$ cat config.mk
export PLATFORM = sky130hd
export DESIGN_NAME = seq_pattern_generator
export DESIGN_NICKNAME = d
export VERILOG_FILES = /design/src/rtl/seq_gen_pkg.sv /design/src/rtl/seq_idx_counter.sv /design/src/rtl/seq_pattern_generator.sv
export SDC_FILE = /design/constraint.sdc
export NUM_CORES = 1
export LEC_CHECK = 0
export ABC_AREA = 1
export BUFFER_PORTS_ARGS = -buffer_cell sky130_fd_sc_hd__buf_2
export CAP_MARGIN = 20
export CORE_MARGIN = 4
export CORE_UTILIZATION = 35
export CTS_CLUSTER_DIAMETER = 60
export CTS_CLUSTER_SIZE = 8
export DETAILED_ROUTE_END_ITERATION = 12
export PLACE_DENSITY_LB_ADDON = 0.3
export SLEW_MARGIN = 30
export SYNTH_ARGS = -nofsm -noshare
export SYNTH_HDL_FRONTEND = slang
export SYNTH_HIERARCHICAL = 1
export SYNTH_SLANG_ARGS = --single-unit
export TNS_END_PERCENT = 10
$ cat constraint.sdc
create_clock -name clk -period 4.85 [get_ports clk]
set_clock_uncertainty 0.05 [all_clocks]
set_input_delay 0.97 -clock clk [delete_from_list [all_inputs] [get_ports clk]]
set_output_delay 0.97 -clock clk [all_outputs]
set_load 0.03 [all_outputs]
$ cat src/rtl/seq_gen_pkg.sv
// seq_gen_pkg: shared state encoding and mode constants for the serial pattern generator
package seq_gen_pkg;
    typedef enum logic {IDLE, RUN} state_t;
    localparam logic MODE_CONT    = 1'b0;
    localparam logic MODE_ONESHOT = 1'b1;
endpackage

$ cat src/rtl/seq_idx_counter.sv
// seq_idx_counter: up/down pattern index with load-to-first, advance, wrap and last-index flag
module seq_idx_counter #(
    parameter int LEN_W = 5
) (
    input  logic             clk,
    input  logic             rst,
    input  logic             load,
    input  logic             adv,
    input  logic             down,
    input  logic [LEN_W-1:0] len,
    output logic [LEN_W-1:0] idx_nxt,
    output logic             last
);
    logic [LEN_W-1:0] idx, top, first;
    always_comb begin
        top     = len - LEN_W'(1);
        first   = down ? top : '0;
        last    = down ? (idx == '0) : (idx == top);
        idx_nxt = load ? first : !adv ? idx : last ? first : down ? idx - LEN_W'(1) : idx + LEN_W'(1);
    end
    always_ff @(posedge clk) idx <= rst ? '0 : idx_nxt;
endmodule

$ cat src/rtl/seq_pattern_generator.sv
// seq_pattern_generator: programmable serial bit-pattern streamer over valid/ready
import seq_gen_pkg::*;
module seq_pattern_generator #(
    parameter int MAX_LEN = 16,
    parameter int LEN_W   = $clog2(MAX_LEN + 1)
) (
    input  logic               clk,
    input  logic               rst,
    input  logic               cfg_load,
    input  logic [MAX_LEN-1:0] cfg_pattern,
    input  logic [LEN_W-1:0]   cfg_len,
    input  logic               cfg_mode,
    input  logic               cfg_msb_first,
    input  logic               start,
    input  logic               stop,
    input  logic               out_ready,
    output logic               out_data,
    output logic               out_valid,
    output logic               busy,
    output logic               done,
    output logic               cfg_err
);
    state_t state, state_nxt;
    logic [MAX_LEN-1:0] pattern, n_pattern;
    logic [LEN_W-1:0] len, n_len, idx_nxt;
    logic mode, msb_first, n_mode, n_msb, n_err, legal, ld, go, acc, last, fin, sel_bit;
    seq_idx_counter #(.LEN_W(LEN_W)) u_idx (
        .clk(clk), .rst(rst), .load(go), .adv(acc), .down(n_msb), .len(n_len),
        .idx_nxt(idx_nxt), .last(last)
    );
    // a load in the same cycle as start is resolved first, so n_* feed the run
    always_comb begin
        legal     = cfg_len != '0 && cfg_len <= LEN_W'(MAX_LEN);
        ld        = cfg_load && state == IDLE;
        n_pattern = ld && legal ? cfg_pattern : pattern;
        n_len     = ld && legal ? cfg_len : len;
        n_mode    = ld && legal ? cfg_mode : mode;
        n_msb     = ld && legal ? cfg_msb_first : msb_first;
        n_err     = ld ? !legal : cfg_err;
        go        = state == IDLE && start && !n_err;
        acc       = state == RUN && out_ready;
        fin       = acc && last && mode == MODE_ONESHOT && !stop;
        state_nxt = state == IDLE ? (go ? RUN : IDLE) : (stop || fin ? IDLE : RUN);
        sel_bit   = |((n_pattern >> idx_nxt) & MAX_LEN'(1));
    end
    always_ff @(posedge clk) state <= rst ? IDLE : state_nxt;
    always_ff @(posedge clk) begin
        if (rst) begin
            pattern   <= '0;
            len       <= LEN_W'(1);
            mode      <= MODE_CONT;
            msb_first <= 1'b0;
            cfg_err   <= 1'b0;
            out_data  <= 1'b0;
            out_valid <= 1'b0;
            done      <= 1'b0;
        end else begin
            pattern   <= n_pattern;
            len       <= n_len;
            mode      <= n_mode;
            msb_first <= n_msb;
            cfg_err   <= n_err;
            out_data  <= state_nxt == RUN && sel_bit;
            out_valid <= state_nxt == RUN;
            done      <= fin;
        end
    end
    assign busy = state == RUN;
endmodule
Yosys cells after proc, flatten, opt, wreduce, memory -nomap -nowiden
Index checks and enable logic that the tools add are counted.
Widths: inputs -> output; s select.
{ "totals": {"register_bits": 32, "latch_bits": 0, "mem_bits_rw": 0, "romBits": 0, "input_bits": 29, "wordCells": 45, "n_memories": 0} }
{ "classes": {"n_addsub": 3, "mul": 0, "div_mod_pow": 0, "magnitude_cmp": 1, "n_eq_ne": 1, "shifts": 1, "muxes": 13, "bitwise_logic": 1, "n_reduce_logical": 16} }
{ "op_table": {"columns": ["cell", "n"], "rows": [
  ["$mux 5", 6],
  ["$mux 16", 1],
  ["$shr 16x5->1", 1],
  ["$logic_and 1x1->1", 10],
  ["$sub 5x1->5 const B", 2],
  ["$mux 1", 6],
  ["$add 5x1->5 const B", 1],
  ["$eq 5x5->1", 1],
  ["$le 5x5->1 const B", 1],
  ["$logic_not 5->1", 1],
  ["$reduce_bool 5->1", 1],
  ["$logic_not 1->1", 3],
  ["$logic_or 1x1->1", 1],
  ["$not 1->1", 1]
]} }

Depth between registers and ports, before layout
{ "logic_depth": {"word_depth": 14, "ltp_mapped": 30} }

Modules after synthesis
The synthesis kept the hierarchy.
{ "modules_own_cells": {"columns": ["mod", "n_inst", "cells_per_inst", "area_per_inst_um2"], "rows": [
  ["seq_pattern_generator", 1, 219, 1483.9],
  ["seq_idx_counter", 1, 121, 718.2]
]} }

Least setup slack after synthesis
OpenSTA, ideal clock, no wires.
{ "synth_path": {"path_kind": "input port to flip-flop", "startpoint": "in cfg_len[1]", "endpoint": "reg out_data", "t_arrival_ns": 3.727, "required_ns": 4.736, "slack_ns": 1.009, "path_stages": 27, "path_buffers": 3, "cell_sequence": "nor2_4 nand2_2 nand2_4 nand3_4 inv_2 buf_6 buf_2 nand2_1 nand2_1 inv_2 ha_1 xor2_1 nand2_2 nor2_4 nand3_4 nand2_4 o21ai_1 nand2_1 nand2_1 buf_2 inv_1 nand3_1 nand3_1 nand3_1 nand3_1 nand2_1 nor2_1"} }
{ "synth_rtl": {"columns": ["element", "line", "rtl"], "rows": [
  ["start: declaration", "seq_pattern_generator.sv:11", "input logic [LEN_W-1:0] cfg_len,"],
  ["$le 5x5->1 / $reduce_bool 5->1 (equally long branches)", "seq_pattern_generator.sv:33", "legal = cfg_len != '0 && cfg_len <= LEN_W'(MAX_LEN);"],
  ["$logic_and 1x1->1 *", "seq_pattern_generator.sv:33", null],
  ["$logic_and 1x1->1 *", "seq_pattern_generator.sv:36", "n_len = ld && legal ? cfg_len : len;"],
  ["$mux 5 *", "seq_pattern_generator.sv:36", null],
  ["via n_len[0]", "seq_pattern_generator.sv:25", "logic [LEN_W-1:0] len, n_len, idx_nxt;"],
  ["$sub 5x1->5 *", "seq_idx_counter.sv:16", "top = len - LEN_W'(1);"],
  ["$eq 5x5->1 *", "seq_idx_counter.sv:18", "last = down ? (idx == '0) : (idx == top);"],
  ["$mux 1 *", "seq_idx_counter.sv:18", null],
  ["via last", "seq_pattern_generator.sv:26", "logic mode, msb_first, n_mode, n_msb, n_err, legal, ld, go, acc, last, fin, sel_bit;"],
  ["$mux 5 * (3 in series)", "seq_idx_counter.sv:19", "idx_nxt = load ? first : !adv ? idx : last ? first : down ? idx - LEN_W'(1) : idx + LEN_W'(1);"],
  ["via idx_nxt[0]", "seq_pattern_generator.sv:25", null],
  ["$shr 16x5->1 *", "seq_pattern_generator.sv:44", "sel_bit = |((n_pattern >> idx_nxt) & MAX_LEN'(1));"],
  ["$logic_and 1x1->1 *", "seq_pattern_generator.sv:63", "out_data <= state_nxt == RUN && sel_bit;"],
  ["end signal: assignment", "seq_pattern_generator.sv:63", null],
  ["end: declaration", "seq_pattern_generator.sv:17", "output logic out_data,"]
]} }
The timed path passes the listed nets; every way through them passes the cells marked *.
A chain may end at the register's enable or synchronous reset.

Worst setup path after layout
{ "layout_path": {"startpoint": "in cfg_len[1]", "endpoint": "reg out_data"} }
{ "layout_rtl": {"columns": ["element", "line"], "rows": [
  ["$le 5x5->1 / $reduce_bool 5->1 (equally long branches)", "seq_pattern_generator.sv:33"],
  ["$logic_and 1x1->1", "seq_pattern_generator.sv:33"],
  ["$logic_and 1x1->1", "seq_pattern_generator.sv:36"],
  ["$mux 5 *", "seq_pattern_generator.sv:36"],
  ["via n_len[1]", "seq_pattern_generator.sv:25"],
  ["$sub 5x1->5 *", "seq_idx_counter.sv:16"],
  ["$eq 5x5->1 *", "seq_idx_counter.sv:18"],
  ["$mux 1 *", "seq_idx_counter.sv:18"],
  ["via last", "seq_pattern_generator.sv:26"],
  ["$mux 5 * (3 in series)", "seq_idx_counter.sv:19"],
  ["via idx_nxt[0]", "seq_pattern_generator.sv:25"],
  ["$shr 16x5->1 *", "seq_pattern_generator.sv:44"],
  ["$logic_and 1x1->1 *", "seq_pattern_generator.sv:63"]
]} }
Marked as above.

==> key figures <==
Timing
  – Fin. max-slew vios: 0
  – Final min period: ~4100 ps
  – Maximum clock frequency: between 200 and 250 MHz
  – Setup violators final: 0
  – Final setup TNS: 0 ps
  – Slew at the pin closest to its max-slew limit: about 550 ps
  – Final Cycle Share: 0.854
  – Final worst slack: around 710 ps
  – RSZ-0062 raised after global routing: false
  – Slew HR: 0.634
  – Final Hold Viols: 0

Die
  – Initial Util: 0.365
  – Num ports: 34
  – Horiz. Die Dim: approximately 87 um
  – Die height: a little under 90 um
  – Core area: approximately 0.006 mm^2
  – Full die area: 0.00762 mm^2
  – Placement Rows: 28

Cells and area
  – Final net count: between 400 and 500
  – Most common cell after layout, fill and taps aside: nand2_1
  – Area grow syn2layout: 12.4%
  – Ratio of cells with drive above 1 in the final layout: 0.210
  – Most frequent cells in the layout: nand2_1 (73), inv_1 (61), nand3_1 (48)
  – Fillcell total: slightly below 700
  – # diodes: 0

Critical path
  – Critical path required time: 5030 ps
  – CP Launch Type: input port
  – CP max FO: 22
  – CP max stage cell: ha_1
  – Worst Path Arrival: between 4000 and 5000 ps
  – CP peak stage delay: approximately 320 ps
  – CP endpoint kind: flip-flop
  – Critical path type: in -> reg

Global route
  – Total grt overflow: 0
  – Largest net degree at the start of global routing: 31
  – GRT Max-Usage Layer: met2
  – Routing usage on met3: 0.0284
  – Tot GR Track Use: 0.149
  – Number of global-route vias before repair: roughly 1900
  – GR met1 Demand/Resource: 0.214
  – First-pass GRT wire length: between 8000 and 9000 um
  – Initial antenna violation count: 0
  – GR Util met2: 0.218

Routing
  – DR WL/cell: roughly 12 um
  – DR pass1 iterations: 4
  – Remaining DRCs: 0
  – Vias: ~2100
  – Routed WL: 5170 um
  – DR iter-0 viols: around 100
  – Post-route ant nets: 0
  – Vias per cell: about 4.7

Pwr
  – PwrDens: 310 mW/mm^2
  – Largest vdd supply drop: 0.150 mV
  – Pleak: between 0.001 and 0.0015 uW

Clocking
  – Clk_lat worst skew: just under 300 ps
  – Post-CTS Setup Inserts: 0
  – Clock root buffer master: clkbuf_8
  – CTS tree: built
  – Post-CTS Resized: 0
  – Clock Sinks: 32
  – CTS buffer count: 5
  – Maximum clock insertion buffer count: 2
  – H-Tree Depth: 2
  – Clk slew on worst S/H paths: ~70 ps
  – Post-CTS Hold Fix Bufs: 0

Yosys
  – Syn Nets: around 370
  – Adder and majority gate portion of the synthesized area: 0.0318
  – Synthesized instance count: 340
  – Simple-gate share of the synthesized area: 0.445
  – Synthesized area per cell: 6.48 um^2
  – Largest cells by area after synthesis: dfxtp_1 (29%), nand2_1 (12%), nand3_1 (11%)
  – Yosys top cell by area: dfxtp_1
  – Post-synth cell types: 33
  – Largest family of logic cells by synthesized area: simple AND/OR/NAND/NOR gates
  – Synthesis warning total: 6
  – Synth Area in XOR/XNOR: 0.0199
  – Area share of the largest cell type after synthesis: 0.291
  – Post-synthesis sequential area ratio: 0.291
  – Cell Area, Synth: between 0.002 and 0.0025 mm^2
  – Synth Area in Compound Gates: 0.0648
  – FF+latch count, synth: 32
  – Mux cell area share after synthesis: 0

Place
  – DP Worst Slack: 397 ps
  – Placer Congestion: between 0.8 and 0.9
  – I/O Buffers: 33
  – DP HPWL: about 4000 um

Flow run
  – Max_cap viols: 0

Worst hold path
  – Worst min-delay path class: reg -> reg

Status
  – Status: finished clean
## sequential cells by signal, summed over array words and instances (netlist names)
register and cells:
out_valid 1, done 1, len 5, out_data 1, msb_first 1, mode 1
pattern 16, cfg_err 1, u_idx/idx 5
## Yosys cell counts
library cell / count
a211oi_1: 5
a21oi_1: 12
buf_2: 3
buf_4: 1
buf_6: 4
clkbuf_1: 3
clkinv_2: 1
dfxtp_1: 32
fa_1: 1
ha_1: 4
inv_1: 61
inv_2: 3
nand2_1: 73
nand2_2: 12
nand2_4: 2
nand3_1: 48
nand3_2: 1
nand3_4: 3
nand3b_1: 1
nand4_1: 8
nor2_1: 32
nor2_2: 3
nor2_4: 4
nor3_1: 3
o211ai_1: 1
o21ai_0: 2
o21ai_1: 2
o21ai_2: 2
or2_0: 1
or2_1: 1
or2_2: 6
xnor2_1: 2
xor2_1: 3
## critical path, delay by kind of cell
family          cells  cell delay, ps
compound gates      2             240
xor+xnor            1             210
fa+ha+maj           1             320
buf+inv             5             760
simple gates       17            1810
## per-stage QoR
stage	util	area, um^2	hold WS, ps	total power [uW]	cells
2_1_floorplan	-	2200	387	524	340
4_1_cts	0.411	2470	430	775	446
3_3_place_gp	0.398	2400	403	575	439
3_5_place_dp	0.398	2400	414	580	439
6_report	0.411	2470	422	766	446
5_1_grt	0.411	2470	457	830	446
## worst paths after layout
kind / cells past startpoint / slack [ps] / start / to
min reg2reg: 2 / 420 / len[0] / len[0]
max: 26 / 710 / cfg_len[1] / out_data
max reg2reg: 23 / 1140 / out_valid / out_data
min: 2 / 420 / len[0] / len[0]
## area by class of cell
cell class,instances,area [um^2],area share
multi-input combinational,232,1240,0.500
sequential,32,641,0.259
clock buffer,6,72.6,0.0293
inverter,65,245,0.0991
timing repair buffer,35,180,0.0728
tap,75,93.8,0.0379
clock inverter,1,5.00,0.00202
## layer usage
metal | vias up | wire length, um
li1 | 1120 | -
met2 | 57 | 2170
met1 | 906 | 2610
met3 | 7 | 297
met4 | 0 | 92
met5 | - | 0
## cells by family after synthesis
| family | after synthesis |
|---|---|
| AOI/OAI and AO/OA | 24 |
| DFF | 32 |
| and+or+nand+nor | 198 |
| adders and majority gates | 5 |
| buffers and inverters | 76 |
| xor gates and xnor gates | 5 |
## power breakdown
part / switching [uW] / internal, uW
logic: 174 / 102
registers: 13.4 / 285
clock network: 94.8 / 97.4
Note: power is estimated with default switching activity, not from simulation.
